[src/rtl/sram_pkg.sv]
// Shared definitions for the SRAM pattern tester.
// Contents: default widths, sequencer and handshake state encodings, and the
// address-derived test pattern function used both when writing and checking.
package sram_pkg;

  localparam int ADDR_WIDTH_DEF = 13;
  localparam int DATA_WIDTH_DEF = 8;

  // Sequencer states. The two-phase ready wait is owned by the handshake
  // block, so the sequencer only needs a single wait state per direction.
  typedef enum logic [2:0] {
    ST_IDLE,
    ST_WR_REQ,
    ST_WR_WAIT,
    ST_RD_REQ,
    ST_RD_WAIT,
    ST_CHECK,
    ST_DONE
  } state_e;

  typedef enum logic [1:0] {
    HS_IDLE,
    HS_WAIT_LO,
    HS_WAIT_HI
  } hs_state_e;

  // Pattern: low dw bits of the address XOR the remaining high bits
  // (zero-extended) XOR the seed. Caller truncates to its data width.
  function automatic logic [31:0] pat(input logic [31:0] addr,
                                      input int unsigned dw,
                                      input logic [31:0] seed);
    logic [31:0] low_mask;
    low_mask = (32'd1 << dw) - 32'd1;
    return (addr & low_mask) ^ (addr >> dw) ^ seed;
  endfunction

endpackage

[src/rtl/sram_access_handshake.sv]
// Two-phase start/ready handshake with the SRAM driver, plus watchdog.
// Ports:
//   clk, reset   - clock, synchronous active-high reset
//   req_i        - one-cycle request from the sequencer (driver is ready)
//   ready_i      - driver ready
//   start_o      - registered one-cycle start pulse to the driver
//   ack_o        - one cycle: ready sampled high after having been low
//   timeout_o    - one cycle: a single ready edge took TIMEOUT cycles
module sram_access_handshake
  import sram_pkg::*;
#(
  parameter int TIMEOUT = 1024
) (
  input  logic clk,
  input  logic reset,
  input  logic req_i,
  input  logic ready_i,
  output logic start_o,
  output logic ack_o,
  output logic timeout_o
);

  localparam int CNT_W = $clog2(TIMEOUT + 1);

  hs_state_e        state_q, state_d;
  logic             start_q, start_d;
  logic [CNT_W-1:0] cnt_q, cnt_d;

  always_comb begin
    state_d   = state_q;
    start_d   = 1'b0;
    cnt_d     = cnt_q;
    ack_o     = 1'b0;
    timeout_o = 1'b0;
    case (state_q)
      HS_IDLE: begin
        if (req_i) begin
          start_d = 1'b1;
          cnt_d   = '0;
          state_d = HS_WAIT_LO;
        end
      end
      HS_WAIT_LO: begin
        if (!ready_i) begin
          cnt_d   = '0;
          state_d = HS_WAIT_HI;
        end else if (cnt_q == CNT_W'(TIMEOUT - 1)) begin
          timeout_o = 1'b1;
          state_d   = HS_IDLE;
        end else begin
          cnt_d = cnt_q + 1'b1;
        end
      end
      HS_WAIT_HI: begin
        if (ready_i) begin
          ack_o   = 1'b1;
          state_d = HS_IDLE;
        end else if (cnt_q == CNT_W'(TIMEOUT - 1)) begin
          timeout_o = 1'b1;
          state_d   = HS_IDLE;
        end else begin
          cnt_d = cnt_q + 1'b1;
        end
      end
      default: state_d = HS_IDLE;
    endcase
  end

  always_ff @(posedge clk) begin
    if (reset) begin
      state_q <= HS_IDLE;
      start_q <= 1'b0;
      cnt_q   <= '0;
    end else begin
      state_q <= state_d;
      start_q <= start_d;
      cnt_q   <= cnt_d;
    end
  end

  assign start_o = start_q;

endmodule

[src/rtl/sram_pattern_tester.sv]
// Board bring-up SRAM test sequencer: writes pat(a) to every address, then
// reads every address back and compares.
// Ports:
//   clk, reset        - clock, synchronous active-high reset
//   go                - start a test (accepted in IDLE/DONE while ready)
//   busy, done, pass  - run status; pass valid while done
//   timeout           - sticky watchdog flag for the current run
//   error_count       - saturating mismatch count
//   first_err_addr    - address of first mismatch (0 if none)
//   ready, data_out   - from sram_driver
//   start, re, address, data_in - to sram_driver
module sram_pattern_tester
  import sram_pkg::*;
#(
  parameter int                    ADDR_WIDTH = ADDR_WIDTH_DEF,
  parameter int                    DATA_WIDTH = DATA_WIDTH_DEF,
  parameter logic [DATA_WIDTH-1:0] SEED       = DATA_WIDTH'(8'hA5),
  parameter int                    TIMEOUT    = 1024
) (
  input  logic                  clk,
  input  logic                  reset,
  input  logic                  go,
  output logic                  busy,
  output logic                  done,
  output logic                  pass,
  output logic                  timeout,
  output logic [15:0]           error_count,
  output logic [ADDR_WIDTH-1:0] first_err_addr,
  input  logic                  ready,
  output logic                  start,
  output logic                  re,
  output logic [ADDR_WIDTH-1:0] address,
  output logic [DATA_WIDTH-1:0] data_in,
  input  logic [DATA_WIDTH-1:0] data_out
);

  localparam logic [ADDR_WIDTH-1:0] ADDR_MAX = '1;

  state_e                state_q, state_d;
  logic                  busy_q, busy_d;
  logic                  done_q, done_d;
  logic                  timeout_q, timeout_d;
  logic                  re_q, re_d;
  logic [15:0]           err_cnt_q, err_cnt_d;
  logic [ADDR_WIDTH-1:0] first_err_q, first_err_d;
  logic [ADDR_WIDTH-1:0] addr_q, addr_d;
  logic [DATA_WIDTH-1:0] data_in_q, data_in_d;
  logic [DATA_WIDTH-1:0] rd_data_q, rd_data_d;

  logic                  hs_req, hs_ack, hs_timeout;
  logic [DATA_WIDTH-1:0] addr_pat;

  assign addr_pat = DATA_WIDTH'(pat(32'(addr_q), DATA_WIDTH, 32'(SEED)));

  sram_access_handshake #(
    .TIMEOUT (TIMEOUT)
  ) u_handshake (
    .clk       (clk),
    .reset     (reset),
    .req_i     (hs_req),
    .ready_i   (ready),
    .start_o   (start),
    .ack_o     (hs_ack),
    .timeout_o (hs_timeout)
  );

  always_comb begin
    state_d     = state_q;
    busy_d      = busy_q;
    done_d      = done_q;
    timeout_d   = timeout_q;
    re_d        = re_q;
    err_cnt_d   = err_cnt_q;
    first_err_d = first_err_q;
    addr_d      = addr_q;
    data_in_d   = data_in_q;
    rd_data_d   = rd_data_q;
    hs_req      = 1'b0;
    case (state_q)
      ST_IDLE, ST_DONE: begin
        // go while not ready is held off until the driver is idle.
        if (go && ready) begin
          busy_d      = 1'b1;
          done_d      = 1'b0;
          timeout_d   = 1'b0;
          err_cnt_d   = '0;
          first_err_d = '0;
          addr_d      = '0;
          state_d     = ST_WR_REQ;
        end
      end
      ST_WR_REQ: begin
        re_d      = 1'b0;
        data_in_d = addr_pat;
        hs_req    = 1'b1;
        state_d   = ST_WR_WAIT;
      end
      ST_WR_WAIT: begin
        if (hs_timeout) begin
          timeout_d = 1'b1;
          busy_d    = 1'b0;
          done_d    = 1'b1;
          state_d   = ST_DONE;
        end else if (hs_ack) begin
          if (addr_q == ADDR_MAX) begin
            addr_d  = '0;
            state_d = ST_RD_REQ;
          end else begin
            addr_d  = addr_q + 1'b1;
            state_d = ST_WR_REQ;
          end
        end
      end
      ST_RD_REQ: begin
        re_d    = 1'b1;
        hs_req  = 1'b1;
        state_d = ST_RD_WAIT;
      end
      ST_RD_WAIT: begin
        if (hs_timeout) begin
          timeout_d = 1'b1;
          busy_d    = 1'b0;
          done_d    = 1'b1;
          state_d   = ST_DONE;
        end else if (hs_ack) begin
          rd_data_d = data_out;
          state_d   = ST_CHECK;
        end
      end
      ST_CHECK: begin
        if (rd_data_q != addr_pat) begin
          if (err_cnt_q == '0) first_err_d = addr_q;
          if (err_cnt_q != 16'hFFFF) err_cnt_d = err_cnt_q + 16'd1;
        end
        if (addr_q == ADDR_MAX) begin
          busy_d  = 1'b0;
          done_d  = 1'b1;
          state_d = ST_DONE;
        end else begin
          addr_d  = addr_q + 1'b1;
          state_d = ST_RD_REQ;
        end
      end
      default: state_d = ST_IDLE;
    endcase
  end

  always_ff @(posedge clk) begin
    if (reset) begin
      state_q     <= ST_IDLE;
      busy_q      <= 1'b0;
      done_q      <= 1'b0;
      timeout_q   <= 1'b0;
      re_q        <= 1'b0;
      err_cnt_q   <= '0;
      first_err_q <= '0;
      addr_q      <= '0;
      data_in_q   <= '0;
      rd_data_q   <= '0;
    end else begin
      state_q     <= state_d;
      busy_q      <= busy_d;
      done_q      <= done_d;
      timeout_q   <= timeout_d;
      re_q        <= re_d;
      err_cnt_q   <= err_cnt_d;
      first_err_q <= first_err_d;
      addr_q      <= addr_d;
      data_in_q   <= data_in_d;
      rd_data_q   <= rd_data_d;
    end
  end

  assign busy           = busy_q;
  assign done           = done_q;
  assign pass           = done_q && (err_cnt_q == '0) && !timeout_q;
  assign timeout        = timeout_q;
  assign error_count    = err_cnt_q;
  assign first_err_addr = first_err_q;
  assign re             = re_q;
  assign address        = addr_q;
  assign data_in        = data_in_q;

endmodule
[config.mk]
export PLATFORM = sky130hd
export DESIGN_NAME = sram_pattern_tester
export DESIGN_NICKNAME = d
export VERILOG_FILES = /design/src/rtl/sram_pkg.sv /design/src/rtl/sram_access_handshake.sv /design/src/rtl/sram_pattern_tester.sv
export SDC_FILE = /design/constraint.sdc
export NUM_CORES = 1
export LEC_CHECK = 0
export CORE_MARGIN = 2
export CORE_UTILIZATION = 30
export DETAILED_ROUTE_END_ITERATION = 16
export PLACE_DENSITY_LB_ADDON = 0.2
export RECOVER_POWER = 50
export SLEW_MARGIN = 20
export SYNTH_ARGS = -nofsm -noshare
export SYNTH_HDL_FRONTEND = slang
export SYNTH_SLANG_ARGS = --single-unit
[constraint.sdc]
create_clock -name clk -period 6.2 [get_ports clk]
set_input_delay 0.93 -clock clk [delete_from_list [all_inputs] [get_ports clk]]
set_output_delay 0.93 -clock clk [all_outputs]
set_load 0.02 [all_outputs]
* Word-level counts from Yosys, hierarchy flattened
Cells that the tools add are included.
** Cells by class
- $add $sub $neg :: 3
- Eq/ne operators :: 25
- Mux-type cells :: 49
- Bitwise operators :: 4
- Reduce and logical (&&, ||, !) cells :: 25
** Operators with widths (number)
- 13-bit 2-to-1 mux :: 7
- 16-bit 2-to-1 mux :: 3
- 11-bit 2-to-1 mux :: 4
- 13-bit case mux with 3 select lines :: 1
- 11-bit case mux with 3 select lines :: 1
- 16-bit case mux with 2 select lines :: 1
- 13-bit case mux with 2 select lines :: 1
- 2-bit inequality test, second input constant :: 10
- 3-bit 2-to-1 mux :: 6
- 3-bit case mux with 6 select lines :: 1
- 16-bit by 1-bit adder with 16-bit output, second input constant :: 1
- 16-bit logical NOT :: 1
- 16-bit inequality test, second input constant :: 1
- 13-bit by 1-bit adder with 13-bit output, second input constant :: 1
- 13-bit == test, second input constant :: 1
- 1-bit 2-to-1 mux :: 13
- 3-bit AND reduction :: 4
- 4-bit AND reduction :: 3
- 11-bit by 1-bit adder with 11-bit output, second input constant :: 1
- 11-bit by 10-bit == test with 1-bit output, second input constant :: 1
- 2-bit 2-to-1 mux :: 5
- 3-bit == test, second input constant :: 3
- 3-bit nonzero test :: 3
- 8-bit inequality test :: 1
- other kinds (19) :: 32
** Storage, ports and cells
- Register bits :: 79
- Output and inout bits :: 56
- Word-level logic and storage cells :: 119

* Depth between registers and ports, before layout
- Depth in word-level cells :: 6
- Depth in mapped cells :: 10

* Cells and area by module
A second synthesis with hierarchy kept.
** Second synthesis, totals
- Cell total of the unflattened synthesis :: 510
- Area, all modules :: 4296.6 µm²
** Modules (own cells, without submodules)
- sram_pattern_tester :: times used 1, cells each 416, area each 3469.6 µm², sequential area each 1301.2 µm²
- sram_access_handshake :: times used 1, cells each 94, area each 827.0 µm², sequential area each 280.3 µm²

* Worst setup path before layout
OpenSTA, ideal clock, no wires.
- Path type :: input to register
- From :: input port ready
- To :: register addr_q[8] (netlist: address[8])
- Setup time :: 0.125 ns
- Arrival time :: 2.367 ns
- Path slack :: 3.708 ns
- Cell stages on the path :: 8
- Cell sequence :: buf_2 mux2i_1 nor3b_1 a31o_2 a211o_1 buf_2 o211ai_1 o31ai_1
** On the way
- Longest elaborated chain between the ends :: 4
- Elaborated cells between the ends (all ways) :: 10
** RTL lines
- start: declaration :: RTL line sram_pattern_tester.sv:29 : input logic ready,
- 1-bit 2-to-1 mux (on tied branches) :: RTL line sram_access_handshake.sv:55, sram_access_handshake.sv:44
- 1-bit case mux with 2 select lines or 1-bit 2-to-1 mux (tied branches) :: RTL line sram_access_handshake.sv:35 : case (state_q)
- 2-bit inequality test (no line)
- 5-bit AND reduction (no line) *
- end signal: assignment :: RTL line sram_pattern_tester.sv:168 : addr_q <= addr_d;
- end: declaration :: RTL line sram_pattern_tester.sv:46 : logic [ADDR_WIDTH-1:0] addr_q, addr_d;
Mark *: on every way between the ends. The rest lies on a longest branch, timed or not.
A chain may end at the register's enable or synchronous reset.

==> run metrics <==
CTS clk-pin slew, worst paths=~0.06 ns; Final Cell Area=a little over 5000 um^2; fin crit share=70.9%; Core Util, Final=around 39%; min Tclk post-route=~4.4 ns; Via density=4.99; TritonRoute pass-1 iters=4; P&R area growth vs syn=25.5%; Leak=between 1.5 and 2 nW; number of max-cap violations=1; CTS tree=yes; Core Area=roughly 13000 um^2; CTS Hold Buffers Added=0; largest net degree at the start of global routing=44; final-stage net count=approximately 550; maximum VDD drop=approximately 0.00011 V; DR vias=3570; Worst-Margin Slew=about 2.0 ns; Yosys reg bits=79; Top FF cell, synth=dfxtp_1; # IOs=a little under 70; failing checks=max-capacitance violations, max-slew violations; first-pass GRT wire length=~17000 um; Max Clock Freq=between 200 and 250 MHz; initial antenna violation count=0; crit path DAT=4.62 ns; IO Port Bufs=between 60 and 70; hold slack=around 0.45 ns; Initial Utilization=a little under a third; PostCTS Resize Cnt=0; unrepaired setup endpoints after global routing=false; TritonCTS Buffers=9; Final Setup Violations=0; P per Cell Area=between 200 and 250 nW/um^2; die height=121 um; total grt overflow=0; syn nets=roughly 510; fillers=between 1k and 1.5k; Crit Path Class=primary input to flip-flop; EDFF count, synth=0; H-tree depth=3; number of global-route vias before repair=about 3.4k; Hold Path Class=flip-flop to flip-flop; FP Rows=between 40 and 50; CTS Root Cell=clkbuf_16; count of pins over their slew limit=between 40 and 50; Syn Inst Count=around 490; Fin Setup TNS=0 ns; CTS sink count=79; clock skew=0.00810 ns; hpwl dp=approximately 7300 um; die width=roughly 120 um; Cell variety after synth=between 60 and 70; DR DRC count=0; CP startpoint kind=primary input; Die Footprint=14700 um^2; synthesized area per cell=approximately 8.5 um^2; WL final=between 10000 and 15000 um; Rel. slew slack=-31.6%; Worst-Skew Late Latency=between 0.3 and 0.4 ns; post-route ant nets=0; asr flop ratio synth=0%; Total GRT Usage=14.8%; final hold vios=0; initial DRC count=around 180; Yosys Warn Count=0; outcome=complete, but fails checks; wire per inst=about 14 um; share of post-route cells with drive strength above 1=7.05%; critical path endpoint category=flip-flop; Routability Congestion=slightly above 0.8; n_diodes=0; reg-to-reg slack, setup=2.84 ns; Area after DPL=between 4000 and 5000 um^2; Syn Std Cell Area=between 4000 and 5000 um^2; multi-input logic area=~2300 um^2; overall power=about 0.0012 W; Seq/Total Area, Yosys=between 30% and 40%; register area=1580 um^2; worst-path maximum fanout=between 40 and 50; Post-CTS Setup Repair Bufs=0; Max clock buf depth=2; CP required=6.43 ns
-- Yosys cell counts (all sizes together), types with 2 or more instances --
master	instances	area share [%]
a211oi	7	1.3
a21o	3	0.55
a21oi	38	4.7
a22o	2	0.43
a31o	2	0.43
and2	4	0.61
and3	7	1.1
and4	2	0.43
buf	20	2.7
clkbuf	13	1.2
dfxtp	79	38
ha	8	2.4
inv	11	1.0
mux2	2	0.55
mux2i	19	4.6
nand2	54	4.9
nand2b	2	0.49
nand3	33	4.1
nand3b	2	0.37
nand4	8	1.2
nor2	53	4.8
nor2b	2	0.30
nor3	10	1.6
nor3b	5	0.91
nor4	6	1.3
nor4b	3	0.79
o211ai	2	0.37
o21ai	13	1.7
o32ai	7	1.5
or2	7	1.1
or3	15	2.4
xnor2	19	4.0
xnor3	2	1.1
xor2	6	1.3
xor3	2	1.2
-- path summary, 6_finish.rpt --
| path | start | end | depth (start not counted) |
|---|---|---|---|
| setup / recovery | reset | address[9] | 6 |
| setup reg to reg | state_q[2] | first_err_addr[10] | 6 |
| hold / removal | first_err_addr[0] | first_err_addr[0] | 2 |
| hold reg to reg | first_err_addr[0] | first_err_addr[0] | 2 |
-- routing by layer --
layer	routed length (um)	vias up	track usage [%]
met1	5060	1667	20.2
met5	0	-	0
li1	-	1824	-
met3	486	9	3.43
met2	4660	70	22.5
met4	148	0	5.45
-- final cells by class --
class,instances,share of cell area (%)
multi-input cells,363,45.1
flip-flops and latches,79,30.7
repair buffers,70,13.3
clock buffers,9,4.37
well taps,176,4.27
clock inverters,7,1.53
inverters,11,0.800
-- power by group --
| group | internal (W) | switching [W] | leakage (nW) |
|---|---|---|---|
| Clock | 0.000317 | 0.000223 | 0.151 |
| Sequential | 0.000518 | 0.0000126 | 0.638 |
| Combinational | 0.0000460 | 0.0000673 | 1.11 |
| Total | 0.000881 | 0.000303 | 1.90 |
-- metrics by stage --
stage | cells | setup slack, ns
final | 715 | 1.80
after global routing | 715 | 1.45
after CTS | 715 | 2.80
after detailed placement | 699 | 2.81
after global placement | 699 | 2.90
after floorplan | 486 | 3.71
-- layout by cell type, fill, tap and decap left out, drive strengths merged, types with 4 or more instances in the layout --
| cell | count |
|---|---|
| dfxtp | 79 |
| nand2 | 54 |
| nor2 | 53 |
| dlygate4sd3 | 51 |
| a21oi | 38 |
| nand3 | 33 |
| mux2i | 19 |
| xnor2 | 19 |
| clkdlybuf4s50 | 16 |
| or3 | 15 |
| inv | 14 |
| o21ai | 13 |
| clkbuf | 11 |
| nor3 | 10 |
| nand4 | 8 |
| ha | 8 |
| a211oi | 7 |
| and3 | 7 |
| o32ai | 7 |
| or2 | 7 |
| xor2 | 6 |
| nor4 | 6 |
| nor3b | 5 |
| and2 | 4 |
-- critical path, cell delays in order --
cell	delay, ns
dlygate4sd3_1	0.52
clkbuf_1	1.41
inv_1	0.87
nand4_1	0.61
or3_4	0.21
o21ai_2	0.04
-- cells by family (layout without fill, tap and decap cells) --
kind of cell    Yosys count  in the layout  synth area share [%]
xor+xnor                 29             29                  7.58
flops                    79             79                  38.5
buf+inv                  44             97                  4.96
simple gates            218            218                  27.6
fa+ha+maj                 8              8                  2.43
mux                      21             21                  5.17
compound gates           87             87                  13.8
-- flip-flops by register name, indices dropped and copies added, names as in the netlist --
signal,cells
address,13
busy,1
data_in,8
done,1
error_count,16
first_err_addr,13
rd_data_q,8
re,1
state_q,3
timeout,1
u_handshake.cnt_q,11
u_handshake.start_o,1
u_handshake.state_q,2
No activity file was read; power rests on OpenSTA's default activity.
